`src/rtl/sifive_reset_pkg.sv`:
```
// Shared types and helpers for the staged reset sequencer.
// Lock-loss monitoring is enabled with SIFIVE_RESET_LOCK_MONITOR_EN.
package sifive_reset_pkg;

    typedef enum logic [2:0] {
        ST_HOLD,
        ST_DEBOUNCE,
        ST_RELEASE,
        ST_RUN,
        ST_SWRST
    } state_t;

    localparam int DEF_NUM_OUT       = 4;
    localparam int DEF_DEBOUNCE_BITS = 8;
    localparam int DEF_STAGE_GAP     = 16;
    localparam int DEF_SYNC_DEPTH    = 4;
    localparam int DEF_SW_HOLD       = 32;

    function automatic int safe_clog2(input int v);
        int w;
        w = $clog2(v);
        return (w < 1) ? 1 : w;
    endfunction

    function automatic int max2(input int a, input int b);
        return (a > b) ? a : b;
    endfunction

endpackage

```
`src/rtl/sifive_reset_sync_n.sv`:
```
// Async-assert, sync-deassert flop chain; also used as a plain
// multi-flop synchroniser for level inputs.
module sifive_reset_sync_n #(
    parameter int DEPTH = 2
) (
    input  logic clock,
    input  logic areset_n,
    input  logic d,
    output logic q
);

    logic [DEPTH-1:0] chain;

    always_ff @(posedge clock or negedge areset_n) begin
        if (!areset_n) begin
            chain <= '0;
        end else begin
            chain <= {chain[DEPTH-2:0], d};
        end
    end

    assign q = chain[DEPTH-1];

endmodule

```
`src/rtl/sifive_reset_sequencer.sv`:
```
// Lock-gated staged reset sequencer with software re-reset handshake.
// Define SIFIVE_RESET_LOCK_MONITOR_EN to re-enter HOLD on lock loss.
module sifive_reset_sequencer
    import sifive_reset_pkg::*;
#(
    parameter int NUM_OUT       = DEF_NUM_OUT,
    parameter int DEBOUNCE_BITS = DEF_DEBOUNCE_BITS,
    parameter int STAGE_GAP     = DEF_STAGE_GAP,
    parameter int SYNC_DEPTH    = DEF_SYNC_DEPTH,
    parameter int SW_HOLD       = DEF_SW_HOLD
) (
    input  logic               clock,
    input  logic               areset_n,
    input  logic               locked,
    input  logic               sw_req,
    output logic               sw_ack,
    output logic [NUM_OUT-1:0] reset_out,
    output logic               done
);

    localparam int DW = DEBOUNCE_BITS + 1;
    localparam int CW = safe_clog2(max2(STAGE_GAP, SW_HOLD) + 1);
    localparam int SW = safe_clog2(NUM_OUT);

    localparam logic [DW-1:0] DEB_MAX =
        DW'((64'd1 << DEBOUNCE_BITS) - 64'd1);
    localparam logic [CW-1:0] GAP_LAST   = CW'(STAGE_GAP - 1);
    localparam logic [CW-1:0] HOLD_LAST  = CW'(SW_HOLD - 1);
    localparam logic [SW-1:0] STAGE_LAST = SW'(NUM_OUT - 1);

    localparam logic [NUM_OUT-1:0] ALL = {NUM_OUT{1'b1}};
    localparam logic [NUM_OUT-1:0] ONE = NUM_OUT'(1);

    logic          rst_sync_n;
    logic          locked_s;
    logic          lock_lost;
    state_t        state;
    logic [DW-1:0] deb_cnt;
    logic [CW-1:0] gap_cnt;
    logic [CW-1:0] hold_cnt;
    logic [SW-1:0] stage;
    logic [SW-1:0] stage_nxt;

    sifive_reset_sync_n #(
        .DEPTH    (SYNC_DEPTH)
    ) u_rst_sync (
        .clock    (clock),
        .areset_n (areset_n),
        .d        (1'b1),
        .q        (rst_sync_n)
    );

    sifive_reset_sync_n #(
        .DEPTH    (2)
    ) u_lock_sync (
        .clock    (clock),
        .areset_n (areset_n),
        .d        (locked),
        .q        (locked_s)
    );

    assign stage_nxt = stage + SW'(1);

`ifdef SIFIVE_RESET_LOCK_MONITOR_EN
    assign lock_lost = !locked_s &&
        (state inside {ST_RELEASE, ST_RUN, ST_SWRST});
`else
    assign lock_lost = 1'b0;
`endif

    always_ff @(posedge clock or negedge rst_sync_n) begin
        if (!rst_sync_n) begin
            state     <= ST_HOLD;
            deb_cnt   <= '0;
            gap_cnt   <= '0;
            hold_cnt  <= '0;
            stage     <= '0;
            reset_out <= ALL;
            sw_ack    <= 1'b0;
            done      <= 1'b0;
        end else if (lock_lost) begin
            state     <= ST_HOLD;
            deb_cnt   <= '0;
            gap_cnt   <= '0;
            hold_cnt  <= '0;
            stage     <= '0;
            reset_out <= ALL;
            sw_ack    <= 1'b0;
            done      <= 1'b0;
        end else begin
            unique case (state)
                ST_HOLD: begin
                    reset_out <= ALL;
                    deb_cnt   <= '0;
                    if (locked_s) begin
                        // the qualifying edge counts as the first stable cycle
                        state   <= ST_DEBOUNCE;
                        deb_cnt <= DW'(1);
                    end
                end
                ST_DEBOUNCE: begin
                    if (!locked_s) begin
                        state   <= ST_HOLD;
                        deb_cnt <= '0;
                    end else if (deb_cnt >= DEB_MAX) begin
                        state     <= ST_RELEASE;
                        deb_cnt   <= '0;
                        gap_cnt   <= '0;
                        stage     <= '0;
                        reset_out <= ALL & ~ONE;
                    end else begin
                        deb_cnt <= deb_cnt + DW'(1);
                    end
                end
                ST_RELEASE: begin
                    if (stage == STAGE_LAST) begin
                        state   <= ST_RUN;
                        gap_cnt <= '0;
                        done    <= 1'b1;
                    end else if (gap_cnt == GAP_LAST) begin
                        gap_cnt   <= '0;
                        stage     <= stage_nxt;
                        reset_out <= reset_out & ~(ONE << stage_nxt);
                    end else begin
                        gap_cnt <= gap_cnt + CW'(1);
                    end
                end
                ST_RUN: begin
                    if (sw_req) begin
                        state     <= ST_SWRST;
                        hold_cnt  <= '0;
                        stage     <= '0;
                        reset_out <= ALL;
                        done      <= 1'b0;
                    end
                end
                ST_SWRST: begin
                    if (!sw_ack) begin
                        if (hold_cnt == HOLD_LAST) begin
                            sw_ack <= 1'b1;
                        end else begin
                            hold_cnt <= hold_cnt + CW'(1);
                        end
                    end else if (!sw_req) begin
                        // debounce is skipped: lock was already qualified
                        state     <= ST_RELEASE;
                        sw_ack    <= 1'b0;
                        hold_cnt  <= '0;
                        gap_cnt   <= '0;
                        stage     <= '0;
                        reset_out <= ALL & ~ONE;
                    end
                end
                default: begin
                    state     <= ST_HOLD;
                    reset_out <= ALL;
                    sw_ack    <= 1'b0;
                    done      <= 1'b0;
                end
            endcase
        end
    end

endmodule

```
`config.mk`:
```
export PLATFORM = sky130hd
export DESIGN_NAME = sifive_reset_sequencer
export DESIGN_NICKNAME = d
export VERILOG_FILES = /design/src/rtl/sifive_reset_pkg.sv /design/src/rtl/sifive_reset_sync_n.sv /design/src/rtl/sifive_reset_sequencer.sv
export SDC_FILE = /design/constraint.sdc
export NUM_CORES = 1
export LEC_CHECK = 0
export BUFFER_PORTS_ARGS = -buffer_cell sky130_fd_sc_hd__buf_2
export CORE_ASPECT_RATIO = 2
export CORE_MARGIN = 5
export CORE_UTILIZATION = 40
export DETAILED_ROUTE_END_ITERATION = 12
export HOLD_SLACK_MARGIN = 0.08
export SYNTH_ARGS = -nofsm -noshare
export SYNTH_HDL_FRONTEND = slang
export SYNTH_HIERARCHICAL = 1
export SYNTH_SLANG_ARGS = --single-unit
```
`constraint.sdc`:
```
create_clock -name clock -period 1.85 [get_ports clock]
set_input_delay 0.555 -clock clock [delete_from_list [all_inputs] [get_ports clock]]
set_output_delay 0.555 -clock clock [all_outputs]
set_load 0.005 [all_outputs]
```
# --- Word level (Yosys, flattened, before mapping) ---
# Index checks and enable logic that the tools add are counted.
op_classes:
  addsub: 4
  n_mul: 0
  div: 0
  magnitude_cmp: 1
  eq_ne: 19
  n_shift: 1
  n_mux: 46
  n_bitwise: 3
  n_reduce_logical: 13
ops:
  columns: ["operator", "n"]
  rows:
  - ["6-bit two-way mux", 9]
  - ["4-bit two-way mux", 7]
  - ["3-bit two-way mux", 7]
  - ["9-bit two-way mux", 2]
  - ["6-bit one-hot mux with 3 select lines", 1]
  - ["9-bit one-hot mux with 2 select lines", 1]
  - ["4-bit one-hot mux with 4 select lines", 1]
  - ["3-bit one-hot mux with 5 select lines", 1]
  - ["2-bit two-way mux", 7]
  - ["2-bit inequality test, second input constant", 7]
  - ["6-bit by 1-bit adder with 6-bit output, second input constant", 2]
  - ["6-bit one-hot mux with 2 select lines", 1]
  - ["9-bit by 1-bit adder with 9-bit output, second input constant", 1]
  - ["9-bit by 8-bit >= comparator with 1-bit output, second input constant", 1]
  - ["3-bit inequality test, second input constant", 3]
  - ["2-bit one-hot mux with 4 select lines", 1]
  - ["8-bit AND reduction", 1]
  - ["7-bit AND reduction", 1]
  - ["3-bit by 2-bit equality test with 1-bit output, second input constant", 2]
  - ["6-bit by 4-bit equality test with 1-bit output, second input constant", 1]
  - ["6-bit by 5-bit equality test with 1-bit output, second input constant", 1]
  - ["1-bit two-way mux", 6]
  - ["6-bit AND reduction", 1]
  - ["5-bit AND reduction", 1]
  - ["other kinds (19)", 21]
word_totals:
  register_bits: 38
  latchBits: 0
  mem_bits_rw: 0
  mem_bits_ro: 0
  in_bits: 4
  out_inout_bits: 6
  word_cells: 97
  memories: 0

# --- Depth between registers and ports, before layout ---
# Gate-level depths: netlist of run 1.
depth:
  ltp_word: 7
  depth_mapped: 10
  mapped_depth_nobuf: 10

# --- Cells and area by module ---
# The synthesis of run 1 kept the hierarchy.
modules_own_cells:
  columns: ["module", "n_inst", "cells_each", "area_each_um2", "seq_area_each_um2"]
  rows:
  - ["sifive_reset_sequencer", 1, 198, 1853.0, 805.8]
  - ["sifive_reset_sync_n at u_rst_sync", 1, 4, 100.1, 100.1]
  - ["sifive_reset_sync_n at u_lock_sync", 1, 2, 50.0, 50.0]

# --- Least setup slack after synthesis of run 1 ---
# No wires, ideal clock.
synth_timing:
  path_kind: "flip-flop to flip-flop"
  from: "register deb_cnt[0]"
  to: "register gap_cnt[5]"
  setup_ns: 0.130
  t_arrival_ns: 2.412
  t_required_ns: 1.720
  setup_slack_ns: -0.692
  stages_incl_launch_ff: 11
  path_buffers: 0
  period_less_slack_ns: 2.542
  cell_sequence: "dfrtp_1 ha_1 nand3_1 or2_2 nor2_1 ha_1 or4b_1 a311oi_4 o21bai_2 or4_1 a21oi_1"
synth_between:
  elab_chain_cells: 3
synth_lines:
  columns: ["item", "line", "rtl"]
  rows:
  - ["from (decl)", "sifive_reset_sequencer.sv:38", "logic [DW-1:0] deb_cnt;"]
  - ["from (signal assigned)", "sifive_reset_sequencer.sv:112", "deb_cnt <= deb_cnt + DW'(1);"]
  - ["9-bit by 8-bit >= comparator with 1-bit output", "sifive_reset_sequencer.sv:105", "end else if (deb_cnt >= DEB_MAX) begin"]
  - ["2-bit inequality test (no line)", null, null]
  - ["5-bit AND reduction (no line)", null, null]
  - ["to (signal assigned)", "sifive_reset_sequencer.sv:125", "gap_cnt <= gap_cnt + CW'(1);"]
  - ["to (decl)", "sifive_reset_sequencer.sv:39", "logic [CW-1:0] gap_cnt;"]
# No other way between the ends.
# A chain may end at the register's enable or synchronous reset.

# --- Worst setup path in the final report of run 1 ---
layout_timing:
  from: "register deb_cnt[1]"
  to: "register deb_cnt[4]"
layout_between:
  elab_chain_cells: 4
  word_cells_on_any_way: 5
  classes_between: "1 x add/sub; 1 x order compare; 3 x mux"
layout_lines:
  columns: ["item", "line", "rtl"]
  rows:
  - ["9-bit by 1-bit adder with 9-bit output / 9-bit by 8-bit >= comparator with 1-bit output (equally long branches)", "sifive_reset_sequencer.sv:112, sifive_reset_sequencer.sv:105", null]
  - ["9-bit two-way mux *", "sifive_reset_sequencer.sv:105", null]
  - ["9-bit two-way mux *", "sifive_reset_sequencer.sv:102", "if (!locked_s) begin"]
  - ["9-bit one-hot mux with 2 select lines *", "sifive_reset_sequencer.sv:91", "unique case (state)"]
# Every way passes the cells marked *; elsewhere a longest branch is shown, timed or not.

==> key figures, run 1 <==
Synthesis
  • Synth cell types: 49
  • Cell types occupying the most area after synthesis: dfrtp_1, nand2_1, dfstp_2, ha_1, o21ai_1
  • Most area-hungry cell type in the Yosys netlist: dfrtp_1
  • Post-Synthesis Mean Instance Area: 9.819 sq um
  • Post-synthesis sequential area ratio: 47.72%
  • Post-synth EDFFs: 0
  • Leading register cell type out of synthesis: dfrtp_1
  • Area share of the leading cell type in the synthesized netlist: 42.47%
  • Total nets after synthesis: 216
  • Share of synthesized flip-flops with an asynchronous set or reset: 100.0%
  • Total of flip-flops plus latches after synthesis: 38
  • Post-Synthesis Cell Area: 2003 sq um
  • Synth warn: 6
  • Synth Instances: 204

Timing
  • Largest clock skew in the final design: 9.553 ps
  • Highest clock frequency the design can meet: 0.4158 GHz
  • Setup violators final: 22
  • Worst Max-Slew Pin Slew: 523.2 ps
  • Total count of hold-check failures in the final report: 0
  • Setup repair after global routing missed its margin: yes
  • Rel. slew slack: 64.66%
  • Pins Over Slew Limit: 0
  • Fraction of the cycle the final worst path needs: 130.0%
  • Post-Route Hold Slack: 192.3 ps
  • Worst setup slack after layout: -555.2 ps
  • Clock period minus final worst setup slack: 2405 ps

CTS
  • Reg clk slew, reported paths: 80 ps
  • Root Buffer: clkbuf_8
  • Later-pin clock latency in the skew report: 290 ps
  • H-Tree Level Count: 2
  • Number of CTS-inserted buffers: 5
  • Sink count of the clock tree: 38
  • Clock tree from TritonCTS: built
  • Bufs on Longest Clock Path: 2

Placed design
  • Placer Congestion: 0.8634
  • Number of buffer cells added on primary ports: 9
  • Half-perimeter wire length of the detailed placement result: 3.618 mm
  • Placed Cells: 320

Worst setup path
  • Top fanout value on the critical path: 3
  • Type of origin of the critical path: flip-flop
  • Number of cell instances on the worst register-to-register path: 12
  • Critical path data required time: 2040 ps
  • Endpoint class of the critical path: flip-flop
  • FF-to-FF Start: deb_cnt[1]
  • Critical register-to-register path endpoint: deb_cnt[4]
  • Startpoint-to-endpoint class of the critical path: flip-flop to flip-flop
  • Arrival @ worst endpoint: 2600 ps
  • Internal reg-to-reg setup slack: -560 ps

Pwr
  • Fraction of power spent switching nets: 34.66%
  • Static Leak: 0.001293 uW
  • Clock share of power: 23.0%
  • Net Switching: 1304 uW
  • Power Density: 1341 nW/um^2
  • Total internal power: 2459 uW
  • Sequential share of power: 28.9%
  • Maximum vdd drop: 0.8132 mV
  • Comb power frac: 48.2%

Floorplan
  • Placeable Area: 4865 sq um
  • Floorplan row count: 36
  • Die Width: 60.04 um
  • Effective utilization at floorplan: 41.18%
  • Die Outline Area: 6609 sq um
  • Die span in y: 110.1 um
  • Count of boundary I/O pins: 10

Flow run
  • Count of max-cap constraint violations: 0

Layout
  • Layout cell share with drive strength beyond 1: 39.86%
  • # fillers: 438
  • Non-filler instance count after layout: 333
  • Final-stage net count: 287
  • Register area: 955.9 sq um
  • Most frequent standard cell in the layout excluding fill and tap cells: buf_4
  • Layout-stage area growth over the synthesis result: 40.10%
  • Combined area of the multi-input logic cells: 1101 sq um
  • Antenna diode count: 0
  • Commonest cells after routing, fill and taps aside: buf_4, dfrtp_1, nand2_1

Route
  • Wire length reported by the detailed router: 4.858 mm
  • Average wire length per cell after detail routing: 14.59 um
  • Detailed router's first-iteration violation count: 49
  • Antenna viol nets, final: 0
  • Vias/cell: 5.348
  • Drt first pass iters: 4
  • # DRC: 0
  • Via total after detailed routing: 1781

Global routing
  • Global-route wire length before repair: 8.349 mm
  • Pin count of the biggest net entering global routing: 20
  • Initial antenna violation count: 0
  • Number of global-route vias before repair: 1896
  • Remaining global-route overflow: 0
  • GRT Total Usage: 16.71%

Outcome
  • Failing checks: setup timing
  • Status: finished with violations

Min path
  • Kind of path behind the tightest hold check: flip-flop to asynchronous set/reset pin
-- critical path: stages (launching register included) --
cell,delay [ps]
dfrtp_1,380
ha_2,200
nand3_2,80
or2_4,120
nor2_2,30
ha_2,160
or4b_4,490
a311oi_4,250
buf_4,200
buf_6,110
and3_4,180
o21ai_2,60
o31ai_2,60
-- through the flow --
step | TNS [ps] | power (uW) | worst slack, ps | utilization, % | area, sq um
after floorplan | -9982 | 2042 | -523.0 | - | 2049
after detailed placement | -10650 | 2734 | -572.7 | 52.65 | 2561
final | -10350 | 3763 | -555.2 | 57.69 | 2806
after CTS | -10220 | 3712 | -549.7 | 56.97 | 2771
after global placement | -9629 | 2720 | -518.8 | 52.65 | 2561
after global routing | -12730 | 4017 | -623.5 | 57.69 | 2806
-- worst max path at each step --
stage | slack [ps] | startpoint | cells past startpoint | end
floorplan | -520 | deb_cnt[0] | 9 | state[1]
global placement | -520 | deb_cnt[1] | 11 | reset_out[0]
detailed placement | -570 | deb_cnt[1] | 11 | reset_out[0]
CTS | -550 | deb_cnt[1] | 11 | reset_out[0]
global route | -620 | deb_cnt[0] | 11 | reset_out[0]
finish | -560 | deb_cnt[1] | 12 | deb_cnt[4]
-- power groups by stage --
stage	Clock [uW]	Combinational (uW)	Sequential, uW
2_1_floorplan	0	925	1120
3_3_place_gp	0	1620	1100
3_5_place_dp	0	1630	1110
4_1_cts	894	1730	1090
5_1_grt	920	1990	1100
6_report	865	1810	1090
-- cell families (layout without fill, tap and decap cells) --
kind of cell | count (synthesis) | in the layout | share of synthesized area [%]
AO/OA/AOI/OAI | 58 | 58 | 21.30
XOR/XNOR | 1 | 1 | 0.4373
adder cells (fa/ha/maj) | 8 | 8 | 4.997
buffers and inverters | 12 | 84 | 2.373
flip-flops | 38 | 38 | 47.72
multiplexers | 2 | 2 | 1.062
other | 1 | 1 | 0.1872
AND/OR/NAND/NOR | 84 | 84 | 21.92
-- timing repair --
| item | 4_1_cts | 5_1_grt |
|---|---|---|
| pin swaps | 3 | 2 |
| buffers inserted | 2 | 2 |
| hold endpoints to repair | 6 | 0 |
| setup endpoints to repair | 26 | 28 |
| hold buffers | 1 | 0 |
| resized for setup | 10 | 4 |
-- area by class of cell --
class | instances | area share, %
Tap cell | 57 | 2.541
Sequential cell | 38 | 34.06
Timing Repair Buffer | 70 | 18.28
Multi-Input combinational cell | 154 | 39.23
Inverter | 6 | 0.8025
Clock buffer | 6 | 2.942
Clock inverter | 2 | 2.140
-- synth_stat cells (3+ instances only) --
| cell type | number |
|---|---|
| o21ai_1 | 13 |
| or3_1 | 3 |
| inv_1 | 5 |
| a21oi_1 | 7 |
| o21ai_0 | 7 |
| nor3_1 | 5 |
| o31ai_1 | 5 |
| nor2_1 | 9 |
| or2_2 | 4 |
| nand3_1 | 9 |
| and3_1 | 5 |
| clkbuf_1 | 4 |
| ha_1 | 8 |
| nand2b_1 | 4 |
| a21o_1 | 6 |
| dfstp_2 | 4 |
| a22o_1 | 4 |
| nand2_1 | 30 |
| or4_1 | 4 |
| dfrtp_1 | 34 |
-- state kept, by name, summed over array words and instances, names as in the netlist --
name / cells
deb_cnt: 9
done: 1
gap_cnt: 6
hold_cnt: 6
reset_out: 4
stage: 2
state: 3
sw_ack: 1
u_lock_sync/chain: 2
u_rst_sync/chain: 4
-- metal layers --
metal,vias up,GRT usage [%],part of all wire [%]
met1,865,16.95,38
met5,-,0,0
li1,882,-,-
met4,0,6.815,2.7
met3,10,2.448,2.1
met2,24,32.20,57
No activity file was read; power rests on OpenSTA's default activity.
==> run 2: changes to the inputs <==
CELL_PAD_IN_SITES_DETAIL_PLACEMENT = 1   (was default)
CELL_PAD_IN_SITES_GLOBAL_PLACEMENT = 2   (was default)
PLACE_DENSITY_LB_ADDON = 0.1   (was default)
==> key figures, run 2 (synthesized netlist as in run 1, its figures left out) <==
Global routing
  • Met2 global-route usage: 41.80% (+9.6 points)
  • Number of global-route vias before repair: 2244 (+18%)
  • Met1 global-route usage: 19.06% (+2.1 points)
  • Global routing met3 resource utilization: 3.147% (+0.70 points)
  • Pin count of the biggest net entering global routing: 20 (unchanged)
  • GRT Total Usage: 21.28% (+4.6 points)
  • Global-route wire length before repair: 10.44 mm (+25%)
  • Initial antenna violation count: 0 (unchanged)
  • Global-route layer with the greatest usage: met2
  • Remaining global-route overflow: 0 (unchanged)

Placed design
  • Placed Cells: 314 (-1.9%)
  • Standard cell area after detailed placement: 2541 sq um (-0.78%)
  • Half-perimeter wire length of the detailed placement result: 4.354 mm (+20%)
  • Placer Congestion: 0.8614 (-0.23%)
  • Number of buffer cells added on primary ports: 9 (unchanged)

Layout
  • Antenna diode count: 0 (unchanged)
  • Layout-stage area growth over the synthesis result: 51.53%
  • Largest registers in the final layout: deb_cnt: 9 flops, gap_cnt: 6 flops, hold_cnt: 6 flops
  • Register with the highest flop count: deb_cnt
  • # fillers: 522 (+19%)
  • Final-stage net count: 293 (+2.1%)
  • Commonest cells after routing, fill and taps aside: buf_4, dfrtp_1, nand2_1
  • Most frequent standard cell in the layout excluding fill and tap cells: buf_4
  • Non-filler instance count after layout: 339 (+1.8%)
  • Largest register FFs: 9 (unchanged)
  • Layout cell share with drive strength beyond 1: 46.81% (+7.0 points)
  • Final instance area: 3035 sq um (+8.2%)

Floorplan
  • Placeable Area: 4865 sq um (unchanged)
  • Die Width: 60.04 um (unchanged)
  • Count of boundary I/O pins: 10 (unchanged)
  • Die Outline Area: 6609 sq um (unchanged)
  • Die span in y: 110.1 um (unchanged)
  • Floorplan row count: 36 (unchanged)
  • Effective utilization at floorplan: 41.18% (unchanged)

Outcome
  • Status: finished with violations
  • Failing checks: setup timing

Route
  • # DRC: 0 (unchanged)
  • Average wire length per cell after detail routing: 19.01 um (+30%)
  • Wire length reported by the detailed router: 6.444 mm (+33%)
  • Via total after detailed routing: 1944 (+9.2%)
  • Vias/cell: 5.735 (+7.2%)
  • Antenna viol nets, final: 0 (unchanged)
  • Detailed router's first-iteration violation count: 64 (+31%)
  • Drt first pass iters: 4 (unchanged)

Worst setup path
  • Endpoint class of the critical path: flip-flop
  • Type of origin of the critical path: flip-flop
  • Top fanout value on the critical path: 4 (+1)
  • Critical path data required time: 2080 ps (+40 ps)
  • Startpoint-to-endpoint class of the critical path: flip-flop to flip-flop
  • Arrival @ worst endpoint: 2720 ps (+120 ps)

Timing
  • Pins Over Slew Limit: 0 (unchanged)
  • Fraction of the cycle the final worst path needs: 134.7% (+4.7 points)
  • Setup repair after global routing missed its margin: yes
  • Total count of hold-check failures in the final report: 0 (unchanged)
  • Largest clock skew in the final design: 14.95 ps (+5.401 ps)
  • Highest clock frequency the design can meet: 0.4011 GHz (-3.5%)
  • Setup violators final: 23 (+4.5%)
  • Worst setup slack after layout: -642.9 ps (-87.70 ps)
  • Rel. slew slack: 58.14% (-6.5 points)
  • Worst Max-Slew Pin Slew: 619.8 ps (+96.63 ps)
  • Clock period minus final worst setup slack: 2493 ps (+87.70 ps)

Pwr
  • Power Density: 1365 nW/um^2 (+1.8%)
  • Maximum vdd drop: 1.067 mV (+31%)
  • Sequential share of power: 26.6% (-2.3 points)
  • Net Switching: 1519 uW (+16%)
  • Static Leak: 0.001356 uW (+4.8%)
  • Clock share of power: 21.2% (-1.8 points)
  • Fraction of power spent switching nets: 36.65% (+2.0 points)
  • Comb power frac: 52.1% (+3.9 points)
  • Total internal power: 2625 uW (+6.8%)

CTS
  • H-Tree Level Count: 2 (unchanged)
  • Later-pin clock latency in the skew report: 300 ps (about the same)
  • Sink count of the clock tree: 38 (unchanged)
  • Number of CTS-inserted buffers: 5 (unchanged)
  • Reg clk slew, reported paths: 80 ps (about the same)
  • Clock tree from TritonCTS: built
  • Root Buffer: clkbuf_8
  • Bufs on Longest Clock Path: 2 (unchanged)

Flow run
  • Count of max-cap constraint violations: 0 (unchanged)

Min path
  • Kind of path behind the tightest hold check: flip-flop to asynchronous set/reset pin
[run 2: per-layer routing]
| layer | vias to the layer above | share of wire, % |
|---|---|---|
| met5 | - | 0 |
| li1 | 893 | - |
| met2 | 32 | 60 |
| met4 | 0 | 4.7 |
| met3 | 25 | 1.7 |
| met1 | 994 | 34 |
[run 2: what timing repair did]
| item | CTS | global route |
|---|---|---|
| resized for setup | 11 | 36 |
| hold buffers | 1 | 0 |
| setup endpoints to repair | 27 | 29 |
| pin swaps | 6 | 14 |
| buffers inserted | 9 | 10 |
| endpoints found under the hold margin | 6 | 0 |
[run 2: area by class of cell]
class	instances	area [sq um]	share of cell area, %
Clock buffer	6	82.58	2.721
Multi-Input combinational cell	154	1234	40.64
Sequential cell	38	955.9	31.49
Inverter	6	22.52	0.7420
Clock inverter	2	60.06	1.979
Timing Repair Buffer	76	609.3	20.07
Tap cell	57	71.32	2.350
[run 2: critical path, stage by stage, from the launching register on]
cell	delay, ps
dfrtp_1	390
ha_2	210
nand3_2	60
or2_4	140
nor2_4	50
ha_4	150
or4b_4	520
a311oi_4	280
buf_6	170
a2111oi_4	40
and2b_2	270
a21o_1	160
[run 2: power by group through the flow]
stage | Sequential (uW) | Clock, uW | Combinational (uW)
3_5_place_dp | 1120 | 0 | 1670
6_report | 1100 | 879 | 2160
5_1_grt | 1120 | 937 | 2330
2_1_floorplan | 1120 | 0 | 925
4_1_cts | 1100 | 905 | 1880
3_3_place_gp | 1100 | 0 | 1580
[run 2: final timing paths]
kind | from | endpoint | slack (ps) | cells after the start
max | deb_cnt[1] | reset_out[3] | -640 | 11
min | u_rst_sync/chain[3] | deb_cnt[5] | 250 | 0
max reg2reg | deb_cnt[1] | reset_out[3] | -640 | 11
min reg2reg | u_rst_sync/chain[3] | deb_cnt[5] | 250 | 0
max in group asynchronous | u_rst_sync/chain[3] | reset_out[2] | 980 | 1
min in group clock | u_lock_sync/chain[0] | u_lock_sync/chain[1] | 350 | 0
[run 2: metrics by stage]
stage	util, %	worst slack (ps)	hold slack [ps]	power [uW]	setup TNS, ps
6_report	62.40	-642.9	248.2	4144	-12400
5_1_grt	62.40	-733.3	306.6	4390	-14610
4_1_cts	57.90	-650.9	278.7	3885	-12510
3_5_place_dp	52.24	-672.5	275.9	2785	-12420
3_3_place_gp	52.24	-513.7	264.1	2683	-9526
2_1_floorplan	-	-523.0	259.4	2042	-9982
==> run 3: changes to the inputs <==
GPL_TIMING_DRIVEN = 0   (was default)
==> key figures, run 3 (synthesized netlist as in run 1, its figures left out) <==
Outcome
  • Status: finished with violations
  • Failing checks: setup timing

Pwr
  • Total internal power: 2020 uW (-23%)
  • Comb power frac: 48.2% (-3.9 points)
  • Sequential share of power: 34.1% (+7.5 points)
  • Net Switching: 1341 uW (-12%)
  • Power Density: 1331 nW/um^2 (-2.5%)
  • Fraction of power spent switching nets: 39.90% (+3.3 points)
  • Total Power: 3361 uW (-19%)
  • Clock share of power: 17.7% (-3.5 points)
  • Maximum vdd drop: 0.6854 mV (-36%)
  • Static Leak: 0.001067 uW (-21%)

CTS
  • Later-pin clock latency in the skew report: 290 ps (about the same)
  • H-Tree Level Count: 2 (unchanged)
  • Number of CTS-inserted buffers: 5 (unchanged)
  • Bufs on Longest Clock Path: 2 (unchanged)
  • Reg clk slew, reported paths: 80 ps (about the same)
  • Clock tree from TritonCTS: built
  • Sink count of the clock tree: 38 (unchanged)
  • Root Buffer: clkbuf_8

Layout
  • Most frequent standard cell in the layout excluding fill and tap cells: dfrtp_1
  • Final-stage net count: 248 (-15%)
  • Largest registers in the final layout: deb_cnt: 9 flops, gap_cnt: 6 flops, hold_cnt: 6 flops
  • Register with the highest flop count: deb_cnt
  • Layout cell share with drive strength beyond 1: 31.22% (-16 points)
  • Largest register FFs: 9 (unchanged)
  • Antenna diode count: 0 (unchanged)
  • Layout-stage area growth over the synthesis result: 26.11%
  • Non-filler instance count after layout: 294 (-13%)
  • Commonest cells after routing, fill and taps aside: dfrtp_1, nand2_1, o21ai_1

Timing
  • Total count of hold-check failures in the final report: 0 (unchanged)
  • Post-Route Hold Slack: 335.8 ps (+87.52 ps)
  • Worst Max-Slew Pin Slew: 756.9 ps (+137.0 ps)
  • Fraction of the cycle the final worst path needs: 134.4% (-0.40 points)
  • Highest clock frequency the design can meet: 0.4023 GHz (+0.30%)
  • Pins Over Slew Limit: 0 (unchanged)
  • Clock period minus final worst setup slack: 2486 ps (-7.357 ps)
  • Largest clock skew in the final design: 8.621 ps (-6.333 ps)
  • Setup violators final: 22 (-4.3%)
  • Worst setup slack after layout: -635.5 ps (+7.357 ps)
  • Rel. slew slack: 49.54% (-8.6 points)
  • Setup repair after global routing missed its margin: yes

Floorplan
  • Count of boundary I/O pins: 10 (unchanged)
  • Die Width: 60.04 um (unchanged)
  • Effective utilization at floorplan: 41.18% (unchanged)
  • Die span in y: 110.1 um (unchanged)
  • Floorplan row count: 36 (unchanged)
  • Die Outline Area: 6609 sq um (unchanged)
  • Placeable Area: 4865 sq um (unchanged)

Worst setup path
  • Critical path data required time: 2080 ps (about the same)
  • Type of origin of the critical path: flip-flop
  • Startpoint-to-endpoint class of the critical path: flip-flop to flip-flop
  • Endpoint class of the critical path: flip-flop
  • Arrival @ worst endpoint: 2710 ps (about the same)
  • Top fanout value on the critical path: 4 (unchanged)

Route
  • Antenna viol nets, final: 0 (unchanged)
  • Via total after detailed routing: 1698 (-13%)
  • Average wire length per cell after detail routing: 18.08 um (-4.9%)
  • Detailed router's first-iteration violation count: 35 (-45%)
  • Wire length reported by the detailed router: 5.315 mm (-18%)
  • Drt first pass iters: 4 (unchanged)
  • Vias/cell: 5.776 (+0.71%)
  • # DRC: 0 (unchanged)

Global routing
  • Number of global-route vias before repair: 1921 (-14%)
  • Pin count of the biggest net entering global routing: 33 (+65%)
  • Initial antenna violation count: 0 (unchanged)
  • Remaining global-route overflow: 0 (unchanged)
  • GRT Total Usage: 18.87% (-2.4 points)
  • Global-route wire length before repair: 9.377 mm (-10%)

Flow run
  • Count of max-cap constraint violations: 0 (unchanged)

Placed design
  • Placer Congestion: 0.7851 (-8.9%)
  • Setup Slack @ Placement: -896.3 ps (-223.8 ps)
  • Number of buffer cells added on primary ports: 9 (unchanged)
  • Half-perimeter wire length of the detailed placement result: 3.831 mm (-12%)
  • Placed Cells: 270 (-14%)

Min path
  • Kind of path behind the tightest hold check: flip-flop to asynchronous set/reset pin
-- run 3: cell types whose count changed in the layout (fill, tap and decap cells not counted), sizes merged --
cell	before	now
clkbuf	6	12
buf	75	26
bufinv	2	0
-- run 3: worst paths after layout --
path | slack [ps] | depth (start not counted) | from | endpoint
min in group clock | 360 | 0 | u_rst_sync/chain[1] | u_rst_sync/chain[2]
max in group asynchronous | 970 | 0 | u_rst_sync/chain[3] | state[2]
min reg2reg | 340 | 0 | u_rst_sync/chain[3] | hold_cnt[4]
min | 340 | 0 | u_rst_sync/chain[3] | hold_cnt[4]
max | -640 | 11 | deb_cnt[0] | reset_out[3]
max reg2reg | -640 | 11 | deb_cnt[0] | reset_out[3]
-- run 3: per-stage QoR --
stage	setup TNS, ps	instance area, sq um	utilization (%)
2_1_floorplan	-9982	2049	-
3_3_place_gp	-16390	2166	44.52
3_5_place_dp	-18120	2166	44.52
4_1_cts	-14100	2470	50.77
5_1_grt	-14620	2526	51.93
6_report	-12130	2526	51.93
-- run 3: worst max-delay path: stages, from the launching register on --
cell	delay, ps
dfrtp_1	410
ha_2	200
nand3_2	90
or2_4	140
nor2_4	40
ha_4	150
or4b_4	490
a311oi_4	250
buf_6	160
a2111oi_4	40
and2b_2	270
a21o_1	170
-- run 3: power by group through the flow --
stage | clock, uW | sequential, uW | combinational, uW
2_1_floorplan | 0 | 1120 | 925
3_3_place_gp | 0 | 1140 | 1190
3_5_place_dp | 0 | 1160 | 1260
4_1_cts | 622 | 1150 | 1590
5_1_grt | 648 | 1170 | 1790
6_report | 595 | 1150 | 1620
-- run 3: repair_timing --
action                                  CTS  global route
gates resized for setup                  23             8
endpoints found under the setup margin   28            28
pin swaps                                12             7
endpoints found under the hold margin     6             0
buffers inserted                         12             3
cloned                                    0             0
hold buffers                              1             0
-- run 3: cell type report --
class	instances	area (sq um)
fillers	548	2338
multi-input cells	154	1169
flip-flops and latches	38	958.4
repair buffers	25	178.9
clock buffers	8	90.09
well taps	57	71.32
plain buffers	6	36.28
inverters	6	22.52
-- run 3: routing by layer --
metal  global-route usage [%]  part of all wire (%)  vias to the layer above
li1                         -                     -                      804
met1                    19.45                    36                      864
met2                    36.07                    60                       17
met3                    2.681                   1.3                       13
met4                    7.765                   2.5                        0
met5                        0                     0                        -
